$ cat src/rtl/sram_scan_ctrl.sv
// rtl/sram_scan_ctrl.sv - address-range read/compare sequencer for the SRAM read-cycle stage
//
// Purpose:
//   On a single go_in pulse, walks START_ADDR..END_ADDR. For each address it
//   pulses rd_start_out to the read-cycle block, waits for its reading window
//   (rd_busy_in) to rise and fall, captures the returned byte and compares it
//   with addr[DATA_W-1:0] ^ seed. Scan results (error count, first failing
//   address, timeout flag, last byte) are held after done_out until the next
//   accepted go_in.
//
// Build option:
//   SCAN_STOP_ON_ERR_EN - when defined, the first mismatch ends the scan.
//                         When undefined, the whole range is always swept.
//
// Ports:
//   clk_in              in   clock
//   reset_in            in   synchronous active-high reset
//   go_in               in   start pulse, honoured only in IDLE
//   seed_in             in   pattern seed, latched at go
//   rd_start_out        out  one-cycle start pulse to the read-cycle block
//   rd_addr_out         out  address for the read-cycle block
//   rd_busy_in          in   read-cycle "reading" window
//   rd_data_in          in   read-cycle data out
//   busy_out            out  scan in progress (ISSUE through DONE)
//   done_out            out  one-cycle pulse at scan end
//   timeout_out         out  sticky: last scan aborted on rd_busy_in timeout
//   err_count_out       out  mismatch count of the last scan
//   first_err_valid_out out  at least one mismatch in the last scan
//   first_err_addr_out  out  address of the first mismatch
//   last_data_out       out  most recently captured read byte
//
// Parameters:
//   ADDR_W, DATA_W (ADDR_W >= DATA_W), START_ADDR <= END_ADDR,
//   TIMEOUT >= 2 (cycles from the start pulse to DONE when rd_busy_in never rises)

module sram_scan_ctrl #(
  parameter int ADDR_W     = 9,
  parameter int DATA_W     = 8,
  parameter int START_ADDR = 0,
  parameter int END_ADDR   = 511,
  parameter int TIMEOUT    = 16
) (
  input  logic              clk_in,
  input  logic              reset_in,
  input  logic              go_in,
  input  logic [DATA_W-1:0] seed_in,
  output logic              rd_start_out,
  output logic [ADDR_W-1:0] rd_addr_out,
  input  logic              rd_busy_in,
  input  logic [DATA_W-1:0] rd_data_in,
  output logic              busy_out,
  output logic              done_out,
  output logic              timeout_out,
  output logic [ADDR_W:0]   err_count_out,
  output logic              first_err_valid_out,
  output logic [ADDR_W-1:0] first_err_addr_out,
  output logic [DATA_W-1:0] last_data_out
);

  localparam logic [ADDR_W-1:0] START_A = ADDR_W'(START_ADDR);
  localparam logic [ADDR_W-1:0] END_A   = ADDR_W'(END_ADDR);
  localparam int                TO_W    = $clog2(TIMEOUT + 1);
  // The counter starts at 0 on the first WAIT_HI cycle, so hitting TIMEOUT-1
  // after increment lands DONE exactly TIMEOUT cycles after the start pulse.
  localparam logic [TO_W-1:0]   TO_LAST = TO_W'(TIMEOUT - 1);

  typedef enum logic [2:0] {
    ST_IDLE    = 3'd0,
    ST_ISSUE   = 3'd1,
    ST_WAIT_HI = 3'd2,
    ST_WAIT_LO = 3'd3,
    ST_CHECK   = 3'd4,
    ST_DONE    = 3'd5
  } state_t;

  state_t            state_q, state_d;
  logic [ADDR_W-1:0] addr_q, addr_d;
  logic [DATA_W-1:0] seed_q, seed_d;
  logic [TO_W-1:0]   cnt_q, cnt_d;
  logic [TO_W-1:0]   cnt_inc;
  logic [ADDR_W:0]   err_q, err_d;
  logic              fev_q, fev_d;
  logic [ADDR_W-1:0] fea_q, fea_d;
  logic              to_q, to_d;
  logic [DATA_W-1:0] last_q, last_d;

  logic [DATA_W-1:0] expected;
  logic              mismatch;
  logic              last_addr;

  assign expected  = addr_q[DATA_W-1:0] ^ seed_q;
  assign mismatch  = (last_q != expected);
  assign last_addr = (addr_q == END_A);
  assign cnt_inc   = cnt_q + TO_W'(1);

  always_ff @(posedge clk_in) begin
    if (reset_in) begin
      state_q <= ST_IDLE;
      addr_q  <= START_A;
      seed_q  <= '0;
      cnt_q   <= '0;
      err_q   <= '0;
      fev_q   <= 1'b0;
      fea_q   <= '0;
      to_q    <= 1'b0;
      last_q  <= '0;
    end else begin
      state_q <= state_d;
      addr_q  <= addr_d;
      seed_q  <= seed_d;
      cnt_q   <= cnt_d;
      err_q   <= err_d;
      fev_q   <= fev_d;
      fea_q   <= fea_d;
      to_q    <= to_d;
      last_q  <= last_d;
    end
  end

  always_comb begin
    state_d = state_q;
    addr_d  = addr_q;
    seed_d  = seed_q;
    cnt_d   = cnt_q;
    err_d   = err_q;
    fev_d   = fev_q;
    fea_d   = fea_q;
    to_d    = to_q;
    last_d  = last_q;

    case (state_q)
      ST_IDLE: begin
        if (go_in) begin
          err_d   = '0;
          fev_d   = 1'b0;
          fea_d   = '0;
          to_d    = 1'b0;
          seed_d  = seed_in;
          addr_d  = START_A;
          state_d = ST_ISSUE;
        end
      end

      ST_ISSUE: begin
        cnt_d   = '0;
        state_d = ST_WAIT_HI;
      end

      ST_WAIT_HI: begin
        // A late-rising busy on the final allowed cycle still counts as a response.
        if (rd_busy_in) begin
          state_d = ST_WAIT_LO;
        end else if (cnt_inc == TO_LAST) begin
          to_d    = 1'b1;
          state_d = ST_DONE;
        end else begin
          cnt_d = cnt_inc;
        end
      end

      ST_WAIT_LO: begin
        // The read-cycle block holds d_out valid once reading drops.
        if (!rd_busy_in) begin
          last_d  = rd_data_in;
          state_d = ST_CHECK;
        end
      end

      ST_CHECK: begin
        if (mismatch) begin
          err_d = err_q + (ADDR_W+1)'(1);
          if (!fev_q) begin
            fev_d = 1'b1;
            fea_d = addr_q;
          end
        end
`ifdef SCAN_STOP_ON_ERR_EN
        if (mismatch || last_addr) begin
          state_d = ST_DONE;
        end else begin
          addr_d  = addr_q + ADDR_W'(1);
          state_d = ST_ISSUE;
        end
`else
        if (last_addr) begin
          state_d = ST_DONE;
        end else begin
          addr_d  = addr_q + ADDR_W'(1);
          state_d = ST_ISSUE;
        end
`endif
      end

      ST_DONE: begin
        state_d = ST_IDLE;
      end

      default: begin
        state_d = ST_IDLE;
      end
    endcase
  end

  // All outputs come straight from registered state, so nothing here depends
  // combinationally on the read-cycle inputs.
  assign rd_start_out        = (state_q == ST_ISSUE);
  assign rd_addr_out         = addr_q;
  assign busy_out            = (state_q != ST_IDLE);
  assign done_out            = (state_q == ST_DONE);
  assign timeout_out         = to_q;
  assign err_count_out       = err_q;
  assign first_err_valid_out = fev_q;
  assign first_err_addr_out  = fea_q;
  assign last_data_out       = last_q;

endmodule

$ cat config.mk
export PLATFORM = sky130hd
export DESIGN_NAME = sram_scan_ctrl
export DESIGN_NICKNAME = d
export VERILOG_FILES = /design/src/rtl/sram_scan_ctrl.sv
export SDC_FILE = /design/constraint.sdc
export NUM_CORES = 1
export LEC_CHECK = 0
export BUFFER_PORTS_ARGS = -buffer_cell sky130_fd_sc_hd__buf_4
export CORE_UTILIZATION = 39
export CTS_BUF_LIST = sky130_fd_sc_hd__clkbuf_16
export CTS_CLUSTER_SIZE = 20
export DETAILED_ROUTE_END_ITERATION = 6
export PLACE_DENSITY_LB_ADDON = 0.25
export SYNTH_ARGS = -nofsm -noshare
export SYNTH_HDL_FRONTEND = slang
export SYNTH_SLANG_ARGS = --single-unit
$ cat constraint.sdc
create_clock -name clk_in -period 2.45 [get_ports clk_in]
set_input_delay 0.49 -clock clk_in [delete_from_list [all_inputs] [get_ports clk_in]]
set_output_delay 0.49 -clock clk_in [all_outputs]
set_load 0.1 [all_outputs]
==> PnR_summary.wiki, run 1 <==
{| class="wikitable"
! Metric !! Value
|-
| Run status || finished, violations left
|-
| Failing checks || DRC
|-
| Worst-case clock buffer depth || 2
|-
| Pre-antenna DRT Iters || 6
|-
| Detailed placement HPWL || ~4.6 mm
|-
| Maximum clock skew at final layout || about 0.007 ns
|-
| Worst-Skew Late Latency || between 0.2 and 0.3 ns
|-
| Global-route wire length before repair || 10.62 mm
|-
| Worst reg2reg path depth || 6
|-
| Final setup vio count || 0
|-
| DRC marker count from the first detailed-route iteration || between 200 and 250
|-
| Final setup TNS || 0 ns
|-
| Tcrit/Tclk final || 84.63%
|-
| Max transition margin || 59.60%
|-
| Post-cts sizing count || 0
|-
| Yosys top cell by area || dfxtp_1
|-
| Hold Slack || around 0.43 ns
|-
| Maximum capacitance violations || 0
|-
| Number of nets in the final layout || 375
|-
| Port buffer count || 60
|-
| Data required time at the worst endpoint || about 2.7 ns
|-
| Time the final worst path needs with I/O delays and setup || between 2 and 2.5 ns
|-
| Number of setup buffers added after CTS || 0
|-
| Post-synth net total || roughly 320
|-
| Count of flip-flops with a built-in enable after synthesis || 0
|-
| Worst-path maximum fanout || 12
|-
| Signed area change from the synthesized netlist to the final layout || 26.02%
|-
| Most used flip-flop cell after synthesis || dfxtp_1
|-
| Count of hold buffers inserted by post-cts repair || 0
|-
| Type of destination of the critical path || flip-flop
|-
| Inserted Clock Buffers || 5
|-
| Overall fraction of global-route tracks in use || 18.64%
|-
| Hold path depth || 3
|-
| Setup repair after global routing missed its margin || no
|-
| Clock Root Buffer || clkbuf_16
|-
| Post-detailed-route via-to-cell ratio || roughly 5.4
|-
| TritonCTS clock tree || done
|-
| Worst hold path type || in2reg
|-
| Leak Pwr || around 1.4 nW
|-
| Kind of critical path || reg2reg
|-
| Overall die height || 84.12 µm
|-
| Chip width || approximately 84 µm
|-
| Average instance area after synthesis || 9.038 µm²
|-
| VDD IR max || about 470 µV
|-
| Post-detailed-route DRC marker count || 8
|-
| Placer congestion estimate || 0.7799
|-
| Power per cell area || 669.6 nW/µm²
|-
| Antenna diodes || 0
|-
| Critical Path Start Type || flip-flop
|-
| Actual slew at the worst max-slew pin || between 0.6 and 0.7 ns
|-
| Site row count || 29
|-
| Sink count of the clock tree || 54
|-
| Register area || ~1100 µm²
|-
| Antenna Violating Nets Remaining || 0
|-
| Gate count of the mapped netlist || approximately 290
|-
| Initial antenna violation count || 0
|-
| Total congestion overflow || 0
|-
| Number of hold-slack violations in the final timing report || 0
|-
| Initial standard-cell utilization of the core || approximately two fifths
|-
| Number of global-route vias before repair || about 2100
|-
| Arrival time at the worst endpoint || 2.29 ns
|-
| Post-synthesis register bit count || 54
|-
| Detail-routed net length per standard cell || 14.86 µm
|-
| Layout cells sized above 1 || around 29%
|-
| Highest attainable clock frequency || about 480 MHz
|-
| Maximum number of pins on one net before global-route repair || 37
|-
| Fill cell total of the finished layout || just over 600
|-
| WL final || about 6.4 mm
|-
| Overall die area || between 7000 and 8000 µm²
|-
| Final Max Tran Viols || 0
|-
| Synth Warn # || 0
|-
| Cell types occupying the most area after synthesis || dfxtp_1, a21oi_1, nand2_1
|-
| Via count of the routed design || between 2000 and 2500
|-
| H-Tree Depth || 2
|-
| Number of ports placed on the die boundary || ~60
|-
| Std-Cell Core Area || approximately 6400 µm²
|-
| Portion of the post-synthesis area used by sequential elements || 41.10%
|-
| Area share of the largest cell type after synthesis || around 40%
|-
| Distinct cell type count of the synthesized netlist || 52
|-
| CTS clk-pin slew, worst paths || roughly 0.070 ns
|-
| Area used by multi-input combinational logic || around 1500 µm²
|-
| Area of the mapped netlist || between 2000 and 3000 µm²
|-
| Async set-or-reset flop fraction in the synthesized netlist || 0%
|}
==> worst max-delay path, stage by stage, from the launching register on <==
cell and delay, ns:
dfxtp_1 0.51, nor4b_1 0.31, mux2i_1 0.19, nor4_4 0.48, buf_4 0.27, o21ai_0 0.10
a21oi_1 0.14
==> synth_stat cells, drive strengths merged, types with 2 or more instances <==
| cell type | number |
|---|---|
| nand4 | 12 |
| xor2 | 7 |
| a21oi | 26 |
| a211oi | 2 |
| or4 | 3 |
| nand2 | 27 |
| o21a | 2 |
| nor2b | 3 |
| ha | 5 |
| dfxtp | 54 |
| nand3 | 19 |
| clkbuf | 7 |
| inv | 5 |
| and2 | 3 |
| and3 | 9 |
| buf | 6 |
| o311ai | 3 |
| nand2b | 5 |
| o31ai | 2 |
| a21o | 2 |
| xnor2 | 6 |
| mux2i | 9 |
| nor3b | 2 |
| o21ai | 16 |
| a31oi | 2 |
| a211o | 2 |
| xnor3 | 6 |
| nor2 | 26 |
| nor3 | 6 |
| nor4 | 3 |
==> power by group <==
group / internal, mW / total, mW / switching, mW
clock: 0.376 / 0.691 / 0.315
sequential: 0.916 / 0.958 / 0.0423
combinational: 0.178 / 0.570 / 0.392
==> flip-flops by register name, summed over array words and instances (netlist names) <==
name and flops:
cnt_q 5, err_count_out 10, first_err_addr_out 9, first_err_valid_out 1, last_data_out 8, rd_addr_out 9
seed_q 8, state_q 3, timeout_out 1
==> metrics by stage <==
stage | util, % | cell area [µm²] | total power [mW] | cells | setup WS [ns]
floorplan | - | 2649 | 1.404 | 291 | 0.001100
global placement | 49.39 | 3172 | 1.544 | 420 | 0.4640
detailed placement | 49.39 | 3172 | 1.547 | 420 | 0.4052
CTS | 51.61 | 3314 | 2.243 | 428 | 0.3998
global route | 51.61 | 3314 | 2.335 | 428 | 0.1472
finish | 51.61 | 3314 | 2.219 | 428 | 0.3766
==> layer usage <==
| layer | vias up | wire length (µm) | global-route usage (%) |
|---|---|---|---|
| li1 | 1176 | - | - |
| met1 | 1082 | 3222 | 26.44 |
| met2 | 52 | 2813 | 28.91 |
| met3 | 2 | 278 | 3.660 |
| met4 | 0 | 43 | 5.172 |
| met5 | - | 0 | 0 |
==> final timing paths <==
kind	from	slack, ns	endpoint
worst max register to register	state_q[2]	0.38	first_err_addr_out[0]
worst min-delay path	rd_data_in[3]	0.43	last_data_out[3]
worst min register to register	seed_q[4]	0.47	seed_q[4]
worst max-delay path	state_q[2]	0.38	first_err_addr_out[0]
==> cell families (layout without fill, tap and decap cells) <==
logic type	Yosys count	in the layout	share of synthesized area [%]
mux	10	10	3.854
xor+xnor	19	19	10.04
fa+ha+maj	5	5	2.379
simple gates	123	123	25.36
buf+inv	18	78	3.045
compound gates	62	62	14.22
flops	54	54	41.10
==> cell type report <==
class                           count  share of cell area [%]
Inverter                            5                  0.5663
Clock inverter                      3                  0.5285
Clock buffer                        5                   3.775
Sequential cell                    54                   33.03
Timing Repair Buffer               65                   14.72
Tap cell                           77                   2.907
Multi-Input combinational cell    219                   44.47
==> cell usage in the layout (no fill, tap or decap), types with 7 or more instances in the layout <==
master / n
dfxtp_1: 43
and3_1: 8
xor2_1: 7
nand4_1: 11
o21ai_0: 13
mux2i_1: 9
a21oi_1: 26
nand2_1: 27
buf_4: 65
dfxtp_2: 11
nand3_1: 19
nor2_1: 25
(Power assumes the default switching activity.)
==> inputs of run 2 (changes only) <==
Clock period 2.45 ns to 1.8 ns, I/O delays scaled along.
==> run 2 against run 1 <==
The flow finishes with violations (DRC, setup timing); sequential share of layout area shrank 2.0 points; register-to-register slack lost 0.41 ns; non-clock buffer count is 26 higher; via count increased by 7.7%; hold slack worse by 0.13 ns; total power grew 45%; first-iteration DRC count fell by 31%.
==> PnR_summary.wiki, run 2 (synthesized netlist as in run 1, its figures left out) <==
{| class="wikitable"
! Metric !! Value
|-
| CTS clk-pin slew, worst paths || 0.07 ns (about the same)
|-
| Time the final worst path needs with I/O delays and setup || 1.831 ns (-0.2421 ns)
|-
| Initial antenna violation count || 0 (unchanged)
|-
| Maximum capacitance violations || 0 (unchanged)
|-
| Failing checks || DRC, setup timing
|-
| Actual slew at the worst max-slew pin || 0.3734 ns (-0.2282 ns)
|-
| Layout cells sized above 1 || 43.24% (+14 points)
|-
| Maximum number of pins on one net before global-route repair || 24 (-35%)
|-
| Highest-count cells in the layout ignoring fill and taps || buf_4, dfxtp_1, nand2_1, a21oi_1, nor2_1
|-
| Number of nets in the final layout || 401 (+6.9%)
|-
| Fill cell total of the finished layout || 570 (-7.6%)
|-
| Max transition margin || 74.85% (+15 points)
|-
| Highest attainable clock frequency || 546.1 MHz (+13%)
|-
| Placer congestion estimate || 0.8689 (+11%)
|-
| Post-detailed-route via-to-cell ratio || 5.487 (+1.6%)
|-
| Worst-case clock buffer depth || 2 (unchanged)
|-
| Final setup vio count || 3 (+3)
|-
| H-Tree Depth || 2 (unchanged)
|-
| Tcrit/Tclk final || 101.7% (+17 points)
|-
| Signed area change from the synthesized netlist to the final layout || 41.96%
|-
| Via count of the routed design || 2491 (+7.7%)
|-
| Overall die area || 7076 µm² (unchanged)
|-
| Global-route wire length before repair || 10.74 mm (+1.1%)
|-
| Kind of critical path || reg2reg
|-
| DRC marker count from the first detailed-route iteration || 143 (-31%)
|-
| Overall die height || 84.12 µm (unchanged)
|-
| Power per cell area || 859.3 nW/µm² (+28%)
|-
| Detailed placement HPWL || 4.868 mm (+5.5%)
|-
| Placed cell count || 438 (+4.3%)
|-
| Largest register FFs || 10 (unchanged)
|-
| Number of ports placed on the die boundary || 61 (unchanged)
|-
| Data required time at the worst endpoint || 1.98 ns (-0.69 ns)
|-
| Setup slack of the critical path after layout || -0.03125 ns (-0.4079 ns)
|-
| Post-detailed-route DRC marker count || 6 (-2)
|-
| Final setup TNS || -0.04077 ns (-0.04077 ns)
|-
| Setup repair after global routing missed its margin || yes
|-
| Leak Pwr || 1.508 nW (+10%)
|-
| Number of global-route vias before repair || 2184 (+2.3%)
|-
| Detail-routed net length per standard cell || 15.19 µm (+2.3%)
|-
| Antenna diodes || 0 (unchanged)
|-
| Maximum clock skew at final layout || 0.006259 ns (-0.0007458 ns)
|-
| Port buffer count || 60 (unchanged)
|-
| Chip width || 84.12 µm (unchanged)
|-
| VDD IR max || 419.9 µV (-11%)
|-
| Sink count of the clock tree || 54 (unchanged)
|-
| Overall fraction of global-route tracks in use || 19.00% (+0.35 points)
|-
| Worst-Skew Late Latency || 0.29 ns (about the same)
|-
| Inserted Clock Buffers || 5 (unchanged)
|-
| Antenna Violating Nets Remaining || 0 (unchanged)
|-
| Site row count || 29 (unchanged)
|-
| Type of destination of the critical path || flip-flop
|-
| Worst hold path type || in2reg
|-
| Run status || finished, violations left
|-
| Std-Cell Core Area || 6422 µm² (unchanged)
|-
| Final Max Tran Viols || 0 (unchanged)
|-
| Worst-path maximum fanout || 9 (-3)
|-
| Initial standard-cell utilization of the core || 40.95% (unchanged)
|-
| Arrival time at the worst endpoint || 2.01 ns (-0.28 ns)
|-
| Pre-antenna DRT Iters || 6 (unchanged)
|-
| Total congestion overflow || 0 (unchanged)
|-
| WL final || 6.898 mm (+8.5%)
|-
| Number of hold-slack violations in the final timing report || 0 (unchanged)
|-
| Finished Layout Cells || 454 (+6.1%)
|-
| TritonCTS clock tree || done
|-
| Clock Root Buffer || clkbuf_16
|-
| Most common library cell in the layout ignoring fill and taps || buf_4
|-
| Critical Path Start Type || flip-flop
|}
[run 2: layout make-up]
cell class | count | area (µm²) | area share, %
multi-input cells | 219 | 1592 | 42.63
flip-flops and latches | 54 | 1159 | 31.03
repair buffers | 91 | 723.2 | 19.37
clock buffers | 5 | 125.1 | 3.351
well taps | 77 | 96.34 | 2.580
clock inverters | 3 | 20.02 | 0.5362
inverters | 5 | 18.77 | 0.5027
[run 2: final timing paths]
check,to,slack [ns],cells after the start,from
setup / recovery,err_count_out[9],-0.03,7,rd_addr_out[0]
hold / removal,last_data_out[1],0.30,3,rd_data_in[1]
hold reg to reg,seed_q[0],0.46,2,seed_q[0]
setup reg to reg,err_count_out[9],-0.03,7,rd_addr_out[0]
[run 2: through the flow]
stage	setup WS (ns)	power, mW	area [µm²]	utilization [%]	hold WS (ns)
finish	-0.03125	3.208	3734	58.13	0.3014
global route	-0.07658	3.344	3734	58.13	0.3056
CTS	-0.03888	3.190	3611	56.22	0.3025
detailed placement	-0.08096	2.206	3446	53.65	0.4489
global placement	-0.01513	2.189	3446	53.65	0.4430
floorplan	-0.06757	1.936	2781	-	0.4368
[run 2: metal layers]
layer	vias to the layer above	GRT usage [%]	wire, µm	share of wire (%)
li1	1225	-	-	-
met1	1192	25.85	3249	47
met2	64	30.40	3275	47
met3	10	3.363	264	3.8
met4	0	6.583	108	1.6
met5	-	0	0	0
[run 2: worst max-delay path: stages, from the launching register on]
cell and delay (ns):
dfxtp_4 0.40, buf_6 0.10, xnor3_4 0.32, nand4_4 0.11, nor4_4 0.07, buf_12 0.16
o21a_4 0.22, a221o_1 0.34
[run 2: power breakdown]
part	switching (mW)	leakage [nW]	internal, mW
logic	0.609	0.985	0.361
clock network	0.459	0.0679	0.517
registers	0.0377	0.455	1.22
total	1.11	1.51	2.10
[run 2: repair_timing]
item	CTS	global route
buffers inserted	0	8
hold endpoints to repair	0	0
pin swaps	0	13
resized for setup	6	22
hold buffers	0	0
setup endpoints to repair	20	29
==> inputs of run 3 (changes only) <==
Settings changed: CORE_UTILIZATION 39 to 42.
==> run 3 against run 2 <==
The flow finishes with violations (setup timing); die area down 7.0%; cell count down 0.66%; register-to-register slack worse by 0.03 ns; count of clock-buffer cells in the layout unchanged; setup slack worse by 0.029 ns; global-route usage up 1.5 points; routed wire length down 4.5%; clock skew up 0.0022 ns; combinational power down 1%; first-iteration DRC count down 21%; sequential power about the same.
==> PnR_summary.wiki, run 3 (synthesized netlist as in run 1, its figures left out) <==
{| class="wikitable"
! Metric !! Value
|-
| Sequential share of power || 39.9% (+0.6 points)
|-
| Maximum capacitance violations || 0 (unchanged)
|-
| Fill cell total of the finished layout || 488 (-14%)
|-
| Tcrit/Tclk final || 103.3% (+1.6 points)
|-
| H-Tree Depth || 2 (unchanged)
|-
| Worst hold path type || in2reg
|-
| Minimum setup slack after placement || -0.05252 ns (+0.02844 ns)
|-
| Failing checks || setup timing
|-
| Largest register FFs || 10 (unchanged)
|-
| Critical Path Slowest Stage Cell || xnor3_4
|-
| Overall die height || 81.13 µm (-3.6%)
|-
| TritonCTS clock tree || done
|-
| Detailed placement HPWL || 4.735 mm (-2.7%)
|-
| Clock Root Buffer || clkbuf_16
|-
| Number of hold-slack violations in the final timing report || 0 (unchanged)
|-
| Worst reg2reg path depth || 6 (-1)
|-
| Initial standard-cell utilization of the core || 43.90% (+3.0 points)
|-
| Setup repair after global routing missed its margin || yes
|-
| Leak Pwr || 1.509 nW (about the same)
|-
| Std-Cell Core Area || 5991 µm² (-6.7%)
|-
| Signed area change from the synthesized netlist to the final layout || 41.67%
|-
| Final setup TNS || -0.1289 ns (-0.08812 ns)
|-
| Worst-Skew Late Latency || 0.29 ns (about the same)
|-
| Number of buffers and inverters on the critical path || 1 (-1)
|-
| Placed instance area || 3458 µm² (+0.36%)
|-
| Chip width || 81.13 µm (-3.6%)
|-
| Number of global-route vias before repair || 2276 (+4.2%)
|-
| Max transition margin || 76.02% (+1.2 points)
|-
| CTS clk-pin slew, worst paths || 0.07 ns (about the same)
|-
| Placer congestion estimate || 0.8374 (-3.6%)
|-
| Antenna diodes || 0 (unchanged)
|-
| Most common library cell in the layout ignoring fill and taps || buf_4
|-
| Maximum clock skew at final layout || 0.008486 ns (+0.002227 ns)
|-
| Share of power burned in the clock network || 29.8% (-0.6 points)
|-
| Global-route wire length before repair || 10.36 mm (-3.5%)
|-
| Switching Share || 33.87% (-0.60 points)
|-
| Site row count || 28 (-3.4%)
|-
| Post-detailed-route via-to-cell ratio || 5.397 (-1.6%)
|-
| Hold Slack || 0.3008 ns (-0.0006120 ns)
|-
| WL final || 6.587 mm (-4.5%)
|-
| Kind of critical path || reg2reg
|-
| Dominant delay contributor by cell family on the critical path || simple AND/OR/NAND/NOR gates
|-
| Initial antenna violation count || 0 (unchanged)
|-
| Worst-case clock buffer depth || 2 (unchanged)
|-
| VDD IR max || 608.1 µV (+45%)
|-
| Inserted Clock Buffers || 5 (unchanged)
|-
| Finished Layout Cells || 451 (-0.66%)
|-
| Internal power of the cells || 2.094 mW (-0.40%)
|-
| Pre-antenna DRT Iters || 4 (-2)
|-
| Hold path depth || 3 (unchanged)
|-
| Total non-filler cell area in the finished layout || 3726 µm² (-0.20%)
|-
| Sink count of the clock tree || 54 (unchanged)
|-
| Overall fraction of global-route tracks in use || 20.48% (+1.5 points)
|-
| DRC marker count from the first detailed-route iteration || 113 (-21%)
|-
| Setup slack of the critical path after layout || -0.05996 ns (-0.02871 ns)
|-
| Crit path largest cell delay || 0.43 ns (+0.03 ns)
|-
| Layout cells sized above 1 || 43.09% (-0.15 points)
|-
| Port buffer count || 60 (unchanged)
|-
| Final Max Tran Viols || 0 (unchanged)
|-
| Depth of the critical timing path with buffers and inverters included || 6 (-1)
|-
| Detail-routed net length per standard cell || 14.61 µm (-3.9%)
|-
| Via count of the routed design || 2434 (-2.3%)
|-
| Power per cell area || 849.8 nW/µm² (-1.1%)
|-
| Arrival time at the worst endpoint || 2.04 ns (+0.03 ns)
|-
| Overall die area || 6582 µm² (-7.0%)
|-
| Maximum number of pins on one net before global-route repair || 24 (unchanged)
|-
| Switching component of the power || 1.072 mW (-3.0%)
|-
| Antenna Violating Nets Remaining || 0 (unchanged)
|-
| Combinational cell fraction of total power || 30.3% (about the same)
|-
| Type of destination of the critical path || flip-flop
|-
| Post-detailed-route DRC marker count || 0 (-6)
|-
| Data required time at the worst endpoint || 1.98 ns (about the same)
|-
| Run status || finished, violations left
|-
| Util after Layout || 62.20% (+4.1 points)
|-
| Cell-by-cell trace of the critical path || xnor3_4 > nand4_4 > nor4_4 > buf_12 > nor2_2 > a221o_1
|-
| Highest-count cells in the layout ignoring fill and taps || buf_4, dfxtp_1, nand2_1, a21oi_1, nor2_1
|-
| Total power of the final layout || 3.166 mW (-1.3%)
|-
| Critical Path Start Type || flip-flop
|-
| Number of nets in the final layout || 400 (-0.25%)
|-
| Placed cell count || 438 (unchanged)
|-
| Final setup vio count || 10 (+7)
|-
| Highest attainable clock frequency || 537.6 MHz (-1.5%)
|-
| Worst-path maximum fanout || 8 (-1)
|-
| Number of ports placed on the die boundary || 61 (unchanged)
|-
| Time the final worst path needs with I/O delays and setup || 1.860 ns (+0.02871 ns)
|-
| Actual slew at the worst max-slew pin || 0.3559 ns (-0.01748 ns)
|-
| Total congestion overflow || 0 (unchanged)
|}
==> run 3: power groups by stage <==
stage	sequential [mW]	combinational (mW)	clock, mW
2_1_floorplan	1.35	0.583	0
3_3_place_gp	1.28	0.907	0
3_5_place_dp	1.29	0.912	0
4_1_cts	1.26	0.928	0.966
5_1_grt	1.27	1.03	0.997
6_report	1.26	0.960	0.943
==> run 3: repair_timing <==
action,in CTS,in global routing
hold buffers,0,0
pin swaps,0,19
setup endpoints to repair,7,25
buffers inserted,0,5
gates resized for setup,7,19
==> run 3: metal layers <==
layer	routed length, µm	track usage, %
met2	3224	34.45
met1	3043	25.90
met3	240	3.258
met4	79	8.571
met5	0	0
==> run 3: worst paths after layout <==
path,from,to,slack (ns)
setup / recovery,seed_q[0],err_count_out[9],-0.06
hold / removal,rd_data_in[3],last_data_out[3],0.30
setup reg to reg,seed_q[0],err_count_out[9],-0.06
hold reg to reg,seed_q[0],seed_q[0],0.46
==> run 3: layout make-up <==
| cell class | count | area [µm²] | share of cell area (%) |
|---|---|---|---|
| Inverter | 5 | 18.77 | 0.5037 |
| Tap cell | 75 | 93.84 | 2.518 |
| Clock inverter | 3 | 18.77 | 0.5037 |
| Timing Repair Buffer | 90 | 724.4 | 19.44 |
| Clock buffer | 5 | 125.1 | 3.358 |
| Sequential cell | 54 | 1159 | 31.09 |
| Multi-Input combinational cell | 219 | 1587 | 42.58 |
==> run 3: worst reg2reg max path, stage by stage (launching register included) <==
cell and delay, ns:
dfxtp_2 0.32, xnor3_4 0.43, nand4_4 0.12, nor4_4 0.36, buf_12 0.17, nor2_2 0.06, a221o_1 0.29
